### config.mk
export PLATFORM = sky130hd
export DESIGN_NAME = alu_divider
export DESIGN_NICKNAME = d
export VERILOG_FILES = /design/src/rtl/alu_divider_pkg.sv /design/src/rtl/alu_divider_div_step.sv /design/src/rtl/alu_divider.sv
export SDC_FILE = /design/constraint.sdc
export NUM_CORES = 1
export LEC_CHECK = 0
export CAP_MARGIN = 20
export CORE_UTILIZATION = 54
export DETAILED_ROUTE_END_ITERATION = 10
export PLACE_DENSITY = 0.91
export SYNTH_ARGS = -nofsm -noshare
export SYNTH_HDL_FRONTEND = slang
export SYNTH_SLANG_ARGS = --single-unit
### constraint.sdc
create_clock -name clk -period 5.7 [get_ports clk]
set_input_delay 0.855 -clock clk [delete_from_list [all_inputs] [get_ports clk]]
set_output_delay 0.855 -clock clk [all_outputs]
set_load 0.05 [all_outputs]
### src/rtl/alu_divider_pkg.sv
// Shared constants for the iterative divider: default operand width,
// iteration counter width and FSM state encodings.
package alu_divider_pkg;

  localparam int LEN_DATA_DEF = 64;
  localparam int CNT_W        = 6;
  localparam int STATE_W      = 2;

  localparam logic [STATE_W-1:0] ST_IDLE = 2'd0;
  localparam logic [STATE_W-1:0] ST_CALC = 2'd1;
  localparam logic [STATE_W-1:0] ST_FIX  = 2'd2;
  localparam logic [STATE_W-1:0] ST_DONE = 2'd3;

endpackage

### src/rtl/alu_divider_div_step.sv
// One radix-2 non-restoring division step on unsigned magnitudes.
// The partial remainder is kept two bits wider than the operands so that
// the shifted value (range -2D..2D) never overflows.
module div_step
  import alu_divider_pkg::*;
#(
  parameter int LEN_DATA = LEN_DATA_DEF
) (
  input  logic signed [LEN_DATA+1:0] rem_in,
  input  logic        [LEN_DATA-1:0] divisor,
  input  logic        [LEN_DATA-1:0] quo_in,
  output logic signed [LEN_DATA+1:0] rem_out,
  output logic        [LEN_DATA-1:0] quo_out
);

  logic signed [LEN_DATA+1:0] shifted;
  logic signed [LEN_DATA+1:0] div_ext;

  // Shift in the next dividend bit, then subtract or add the divisor
  // depending on the sign of the current partial remainder.
  always_comb begin
    shifted = {rem_in[LEN_DATA:0], quo_in[LEN_DATA-1]};
    div_ext = $signed({2'b00, divisor});
    if (rem_in[LEN_DATA+1]) begin
      rem_out = shifted + div_ext;
    end else begin
      rem_out = shifted - div_ext;
    end
    quo_out = {quo_in[LEN_DATA-2:0], ~rem_out[LEN_DATA+1]};
  end

endmodule

### src/rtl/alu_divider.sv
// Iterative signed/unsigned divider. Operands are reduced to magnitudes on
// accept, one non-restoring step runs per CALC cycle, and FIX corrects the
// remainder and applies the result signs before the result is presented.
module alu_divider
  import alu_divider_pkg::*;
#(
  parameter int LEN_DATA = LEN_DATA_DEF
) (
  input  logic                clk,
  input  logic                rst,
  input  logic                in_valid,
  output logic                in_ready,
  input  logic                signed_op,
  input  logic [LEN_DATA-1:0] dividend,
  input  logic [LEN_DATA-1:0] divisor,
  input  logic                flush,
  output logic                out_valid,
  input  logic                out_ready,
  output logic [LEN_DATA-1:0] quotient,
  output logic [LEN_DATA-1:0] remainder,
  output logic                div_by_zero
);

  localparam logic [CNT_W-1:0] CNT_LAST = CNT_W'(LEN_DATA - 1);
  localparam logic [CNT_W-1:0] CNT_ONE  = CNT_W'(1);

  logic [STATE_W-1:0]         state;
  logic [CNT_W-1:0]           cnt;

  logic signed [LEN_DATA+1:0] rem_p;
  logic        [LEN_DATA-1:0] quo_p;
  logic        [LEN_DATA-1:0] div_mag;
  logic                       neg_q;
  logic                       neg_r;

  logic signed [LEN_DATA+1:0] rem_next;
  logic        [LEN_DATA-1:0] quo_next;

  logic                       accept;
  logic                       div_zero;
  logic                       dvd_neg;
  logic                       dvs_neg;
  logic        [LEN_DATA-1:0] rem_low;
  logic        [LEN_DATA-1:0] fix_q;
  logic        [LEN_DATA-1:0] fix_r;

  // Two's-complement negate when requested; used both to form magnitudes
  // and to restore the signs of the results.
  function automatic logic [LEN_DATA-1:0] apply_sign(input logic [LEN_DATA-1:0] v,
                                                     input logic               neg);
    return neg ? (~v + LEN_DATA'(1)) : v;
  endfunction

  assign in_ready  = (state == ST_IDLE);
  assign out_valid = (state == ST_DONE);
  assign accept    = (state == ST_IDLE) && in_valid && !flush;
  assign div_zero  = (divisor == '0);
  assign dvd_neg   = signed_op && dividend[LEN_DATA-1];
  assign dvs_neg   = signed_op && divisor[LEN_DATA-1];

  // The true remainder is in [0, D), so the low bits alone carry the
  // corrected value after adding the divisor back to a negative remainder.
  assign rem_low = rem_p[LEN_DATA-1:0] + (rem_p[LEN_DATA+1] ? div_mag : '0);
  assign fix_q   = apply_sign(quo_p, neg_q);
  assign fix_r   = apply_sign(rem_low, neg_r);

  div_step #(
    .LEN_DATA (LEN_DATA)
  ) u_div_step (
    .rem_in  (rem_p),
    .divisor (div_mag),
    .quo_in  (quo_p),
    .rem_out (rem_next),
    .quo_out (quo_next)
  );

  // Working datapath: load magnitudes on accept, iterate while in CALC.
  always_ff @(posedge clk) begin
    if (accept) begin
      rem_p   <= '0;
      quo_p   <= apply_sign(dividend, dvd_neg);
      div_mag <= apply_sign(divisor, dvs_neg);
      neg_q   <= dvd_neg ^ dvs_neg;
      neg_r   <= dvd_neg;
    end else if (state == ST_CALC) begin
      rem_p   <= rem_next;
      quo_p   <= quo_next;
    end
  end

  // FSM, iteration counter and result registers; flush overrides everything
  // and leaves the previous result untouched.
  always_ff @(posedge clk or posedge rst) begin
    if (rst) begin
      state       <= ST_IDLE;
      cnt         <= '0;
      quotient    <= '0;
      remainder   <= '0;
      div_by_zero <= 1'b0;
    end else if (flush) begin
      state <= ST_IDLE;
      cnt   <= '0;
    end else begin
      case (state)
        ST_IDLE: begin
          if (in_valid) begin
            cnt <= '0;
            if (div_zero) begin
              state       <= ST_DONE;
              quotient    <= '1;
              remainder   <= dividend;
              div_by_zero <= 1'b1;
            end else begin
              state <= ST_CALC;
            end
          end
        end
        ST_CALC: begin
          if (cnt == CNT_LAST) begin
            state <= ST_FIX;
            cnt   <= '0;
          end else begin
            cnt <= cnt + CNT_ONE;
          end
        end
        ST_FIX: begin
          state       <= ST_DONE;
          quotient    <= fix_q;
          remainder   <= fix_r;
          div_by_zero <= 1'b0;
        end
        ST_DONE: begin
          if (out_ready) begin
            state <= ST_IDLE;
          end
        end
        default: begin
          state <= ST_IDLE;
        end
      endcase
    end
  end

endmodule

==> flow_metrics.tcl, run 1 <==
set metrics [dict create \
    status "finished, violations left" \
    violations "design-rule violations" \
    min_period_ps 5330 \
    worst_slack_ps 369 \
    grt_use_total 0.312 \
    gp_congestion 1.01 \
    synthCells 3488 \
    synth.distinct_cells 96 \
    cts_tree "done" \
    clockBufferDepth 3 \
    dp_slack_ps 126 \
    drt_wl_total_mm 85.1 \
    rsz0062_at_grt "true" \
    ys_warn_count 0 \
    grt.overflow.total 0 \
    path_class "register to register" \
    io_buffer_count 264 \
    drtAntennaViolNets 0 \
    arrival_ps 5780 \
    synth-main-ff-cell "dfrtp_1" \
    slew_violations 0 \
    reg2reg_slack_ps 370 \
    worst-slew-pin-transition_ps 1060 \
    die_h_um 231 \
    hold_path.class "register to register" \
    cts-root-buf "clkbuf_16" \
    htreeDepth 2 \
    leakage_nw 13.4 \
    layout.nets 3992 \
    drive_gt1_frac 0.0667 \
    clk_pin_slew_worst_paths_ps 60 \
    synth_async_sr_flop_share 0.411 \
    slew_headroom 0.296 \
    fin_util 0.649 \
    grt_max_degree 119 \
    synth_fp_nets 3762 \
    die-area_um2 53300 \
    place_area_um2 32000 \
    syn_to_final_growth_pct 18.1 \
    core_area_um2 51500 \
    die_w_um 231 \
    synth.cell_area_um2 28300 \
    hpwl_mm 65.7 \
    finalHoldViolations 0 \
    p_per_area_nw_per_um2 643 \
    first_iter_violations 2605 \
    rows 83 \
    drc 1 \
    insertion_delay_ps 570 \
    post-route-period-util 0.935 \
    first_pass_iters 11 \
    synth-seq-cells 333 \
    post-cts-setup-buffers 0 \
    vias 27600 \
    n_antenna_cell 0 \
    reg2reg_to "rem_p[59]$_SDFFE_PP0P_" \
    cts_sinks 333 \
    ff2ff_path_depth 24 \
    grt_pass1_wl_mm 136 \
    vias_per_cell 6.23 \
    clock_skew_ps 14.7 \
    start_kind "register" \
    finish.instance_area_um2 33400 \
    pin_count 265 \
    crit_path_start "div_mag[9]$_DFFE_PP_" \
    cts_buffers 39 \
    synth-edff-count 130 \
    ys_seq_area_frac 0.306 \
    fmax_ghz 0.188 \
    peakVddDrop_v 0.000301 \
    cp_max_fo 3 \
    p_total_mw 21.5 \
    end_kind "register" \
    syn_area_per_cell_um2 8.11 \
    grt_pass1_vias 25800 \
    wl_per_cell_um 19.2 \
    cp_data_required_time_ps 6150 \
    setup_violations 0 \
    r2r_start "div_mag[9]$_DFFE_PP_" \
    final_cell_mix "375 x nor2_1, 307 x a21oi_1, 294 x nand2_1, 283 x o21ai_0, 264 x clkdlybuf4s50_1" \
    grt_antenna_before_repair 1 \
    endpoint "rem_p[59]$_SDFFE_PP0P_" \
    setup_tns_ps 0 \
    layout_commonest_cell "nor2_1" \
    maxCapViolCount 0 \
    start_util 0.549 \
]
worst max-delay path, stage by stage (launching register included):
cell      delay [ps]
edfxtp_1         390
or4_4            570
or3_4            350
nor3_2           180
buf_4            140
and2_1           150
nand2_1           90
buf_4            160
nor2_1           120
a21oi_1          100
xor2_1           170
ha_1             310
a21oi_1          260
nor3b_1           90
o21ai_0          320
o211ai_1         270
a211oi_2         300
nand2_1          100
a221oi_2         290
buf_4            170
o21ai_1          110
o41ai_2          320
xnor2_1          100
mux2i_1          130
nor2_1            50
timing repair:
item	in CTS	in global routing
endpoints found under the setup margin	0	14
hold buffers	0	0
resized for setup	0	17
how the worst min path moves through the flow:
stage | from | endpoint | slack (ps) | cells after the start
3_3_place_gp | remainder[5]$_DFFE_PP0P_ | remainder[5]$_DFFE_PP0P_ | 460 | 2
5_1_grt | remainder[31]$_DFFE_PP0P_ | remainder[31]$_DFFE_PP0P_ | 510 | 2
4_1_cts | remainder[23]$_DFFE_PP0P_ | remainder[23]$_DFFE_PP0P_ | 480 | 2
2_1_floorplan | cnt[5]$_DFFE_PP0P_ | cnt[5]$_DFFE_PP0P_ | 450 | 1
6_report | remainder[23]$_DFFE_PP0P_ | remainder[23]$_DFFE_PP0P_ | 490 | 2
3_5_place_dp | remainder[23]$_DFFE_PP0P_ | remainder[23]$_DFFE_PP0P_ | 470 | 2
state kept, by name, indices dropped and copies added, names as in the netlist:
signal / flops
rem_p: 66
div_mag: 64
quo_p: 64
quotient: 64
remainder: 64
cnt: 6
state: 2
div_by_zero: 1
neg_q: 1
neg_r: 1
cells in the mapped netlist, types with 23 or more instances:
library cell / count / area, um^2
a211oi_1: 28 / 210
nor4_1: 34 / 213
a21oi_1: 309 / 1550
dfxtp_1: 66 / 1320
dfrtp_1: 137 / 3430
xnor2_1: 170 / 1490
or3_1: 44 / 275
nand3_1: 56 / 280
a31oi_1: 83 / 519
nand4_1: 41 / 257
o21ai_0: 284 / 1420
o21a_1: 24 / 180
clkbuf_1: 163 / 612
xor2_1: 217 / 1900
and3_1: 36 / 225
o31ai_1: 66 / 495
mux2i_1: 81 / 811
or4_1: 34 / 255
edfxtp_1: 130 / 3900
nor2_1: 375 / 1410
nand2_1: 294 / 1100
o41ai_1: 23 / 201
a21o_1: 82 / 616
inv_1: 82 / 308
ha_1: 138 / 1730
nand2b_1: 34 / 213
and2_1: 87 / 544
nor3_1: 84 / 420
area by class of cell:
type	instances	area [um^2]
well taps	680	851
multi-input cells	2890	18800
clock inverters	18	155
inverters	83	319
repair buffers	371	3500
clock buffers	54	1160
flip-flops and latches	333	8660
fillers	4205	18100
through the flow:
step / hold WS [ps] / cells
finish: 486 / 4429
global route: 509 / 4429
CTS: 485 / 4428
detailed placement: 470 / 4356
global placement: 464 / 4356
floorplan: 448 / 3488
kinds of logic after synthesis:
family	after synthesis	share of synthesized area
buffers and inverters	265	0.0353
flip-flops	333	0.306
AO/OA/AOI/OAI	1052	0.231
multiplexers	84	0.0299
adder cells (fa/ha/maj)	140	0.0625
AND/OR/NAND/NOR	1227	0.215
XOR/XNOR	387	0.120
power by group:
| group | internal, mW | switching (mW) |
|---|---|---|
| clock | 1.49 | 1.06 |
| sequential | 3.65 | 1.04 |
| combinational | 5.54 | 8.69 |
| total | 10.7 | 10.8 |
per-layer routing:
metal,GRT usage,vias up,share of wire
met1,0.426,12900,0.43
met2,0.493,1284,0.45
met5,0,-,0
li1,-,13200,-
met3,0.0458,222,0.082
met4,0.133,0,0.043
Note: power is estimated with default switching activity, not from simulation.
==> run 2, diff against run 1 <==
Settings changed: CORE_MARGIN set to 4.
==> flow_metrics.tcl, run 2 (same netlist as run 1, synthesis figures left out) <==
set metrics [dict create \
    pin_count 265 \
    slew_violations 0 \
    path_class "register to register" \
    hold_end "remainder[52]$_DFFE_PP0P_" \
    die_w_um 237 \
    clk_pin_slew_worst_paths_ps 60 \
    grt_antenna_before_repair 1 \
    cts_tree "done" \
    p_per_area_nw_per_um2 641 \
    rows 83 \
    syn_to_final_growth_pct 17.3 \
    fmax_ghz 0.185 \
    arrival_ps 5850 \
    maxCapViolCount 0 \
    setup_tns_ps 0 \
    grt_use_total 0.291 \
    hpwl_mm 66.7 \
    grt_pass1_wl_mm 135 \
    leakage_nw 13.3 \
    vias 27100 \
    final_cell_mix "374 x nor2_1, 307 x a21oi_1, 294 x nand2_1, 283 x o21ai_0, 264 x clkdlybuf4s50_1" \
    regArea_um2 8650 \
    gp_congestion 0.999 \
    min_period_ps 5410 \
    internal_power_mw 10.6 \
    hold_path.class "register to register" \
    die-area_um2 56100 \
    wl_per_cell_um 19.3 \
    ff2ff_path_depth 25 \
    grt.overflow.total 0 \
    p_total_mw 21.3 \
    clock_skew_ps 24.9 \
    cp_max_fo 3 \
    drive_gt1_frac 0.0601 \
    p_comb_frac 0.666 \
    min_path_cells 2 \
    cts_buffers 37 \
    largest_reg_flops 66 \
    io_buffer_count 264 \
    reg2reg_to "rem_p[59]$_SDFFE_PP0P_" \
    post-route-period-util 0.949 \
    dp_slack_ps 33.3 \
    cp_data_required_time_ps 6140 \
    power_frac_clock 0.115 \
    grt_pass1_vias 25400 \
    r2r_start "div_mag[9]$_DFFE_PP_" \
    n_fill_cell 4289 \
    vias_per_cell 6.15 \
    peakVddDrop_v 0.000280 \
    slew_headroom 0.287 \
    worstHoldStart "remainder[52]$_DFFE_PP0P_" \
    cts-root-buf "clkbuf_16" \
    finalHoldViolations 0 \
    setup_violations 0 \
    drt_wl_total_mm 85.2 \
    drtAntennaViolNets 0 \
    end_kind "register" \
    p_sw_frac 0.503 \
    htreeDepth 2 \
    worst-slew-pin-transition_ps 1070 \
    insertion_delay_ps 570 \
    status "complete, no violations" \
    clockBufferDepth 3 \
    cts_sinks 333 \
    switching_power_mw 10.7 \
    start_kind "register" \
    core_area_um2 51600 \
    seqPwrFrac 0.219 \
    grt_max_degree 107 \
    fin_util 0.643 \
    die_h_um 237 \
    first_iter_violations 2766 \
    rsz0062_at_grt "true" \
    drc 0 \
    layout_commonest_cell "nor2_1" \
    hold_buffers 0 \
    first_pass_iters 6 \
    start_util 0.548 \
    multi_input_area_um2 18800 \
    layout.nets 3972 \
    regMostFlops "rem_p" \
    worst_slack_ps 293 \
    reg2reg_slack_ps 290 \
]
## run 2: cell types whose count changed in the layout (fill, tap and decap cells not counted), sizes merged
cell,before,now
buf,106,88
clkbuf,54,49
bufinv,1,4
clkinvlp,0,5
clkinv,9,4
inv,91,87
diode,0,1
## run 2: layout make-up
| type | count | area share |
|---|---|---|
| multi-input cells | 2890 | 0.566 |
| flip-flops and latches | 333 | 0.261 |
| repair buffers | 353 | 0.101 |
| clock buffers | 49 | 0.0308 |
| well taps | 680 | 0.0256 |
| inverters | 83 | 0.00962 |
| clock inverters | 17 | 0.00611 |
| diodes | 1 | 0.0000754 |
## run 2: how the worst max path moves through the flow
stage                         start                      to  cells after the start
3_3_place_gp   div_mag[9]$_DFFE_PP_  rem_p[59]$_SDFFE_PP0P_                     25
6_report       div_mag[9]$_DFFE_PP_  rem_p[59]$_SDFFE_PP0P_                     25
2_1_floorplan  div_mag[8]$_DFFE_PP_      quo_p[0]$_DFFE_PP_                     23
3_5_place_dp   div_mag[9]$_DFFE_PP_  rem_p[59]$_SDFFE_PP0P_                     25
5_1_grt        div_mag[9]$_DFFE_PP_  rem_p[59]$_SDFFE_PP0P_                     25
4_1_cts        div_mag[9]$_DFFE_PP_  rem_p[59]$_SDFFE_PP0P_                     25
## run 2: routing by layer
layer | global-route usage | part of all wire | vias to the layer above
met3 | 0.0437 | 0.081 | 173
met4 | 0.105 | 0.038 | 0
met1 | 0.409 | 0.44 | 12600
met2 | 0.457 | 0.45 | 1105
met5 | 0 | 0 | -
li1 | - | - | 13200
## run 2: critical path, cell delays in order, from the launching register on
cell and delay (ps):
edfxtp_1 380, or4_4 560, or3_4 350, nor3_2 180
buf_4 140, and2_1 140, nand2_1 110, nor4_4 320
nand2_1 110, nor2_2 120, a21oi_1 90, xor2_1 170
ha_1 300, a21o_1 190, a21o_1 170, a21o_1 190
or2_2 300, a211oi_2 170, nand2_1 100, a221oi_2 310
buf_4 170, o21ai_1 100, o41ai_2 320, xnor2_1 110
mux2i_1 150, nor2_1 50
## run 2: through the flow
step / instance area [um^2] / hold WS (ps) / instances
floorplan: 28300 / 448 / 3488
finish: 33200 / 490 / 4406
CTS: 33100 / 489 / 4403
global placement: 31800 / 461 / 4337
global route: 33200 / 507 / 4406
detailed placement: 31800 / 471 / 4337
## run 2: power by group through the flow
stage	Clock, mW	Combinational, mW	Sequential, mW
floorplan	0	8.93	5.71
global placement	0	13.5	4.59
detailed placement	0	13.8	4.64
CTS	2.49	13.9	4.61
global route	2.58	15.4	4.75
finish	2.45	14.2	4.65
## run 2: what timing repair did
action	4_1_cts	5_1_grt
gates resized for setup	1	16
endpoints found under the setup margin	1	8
pin swaps	0	6
setup buffers	0	1
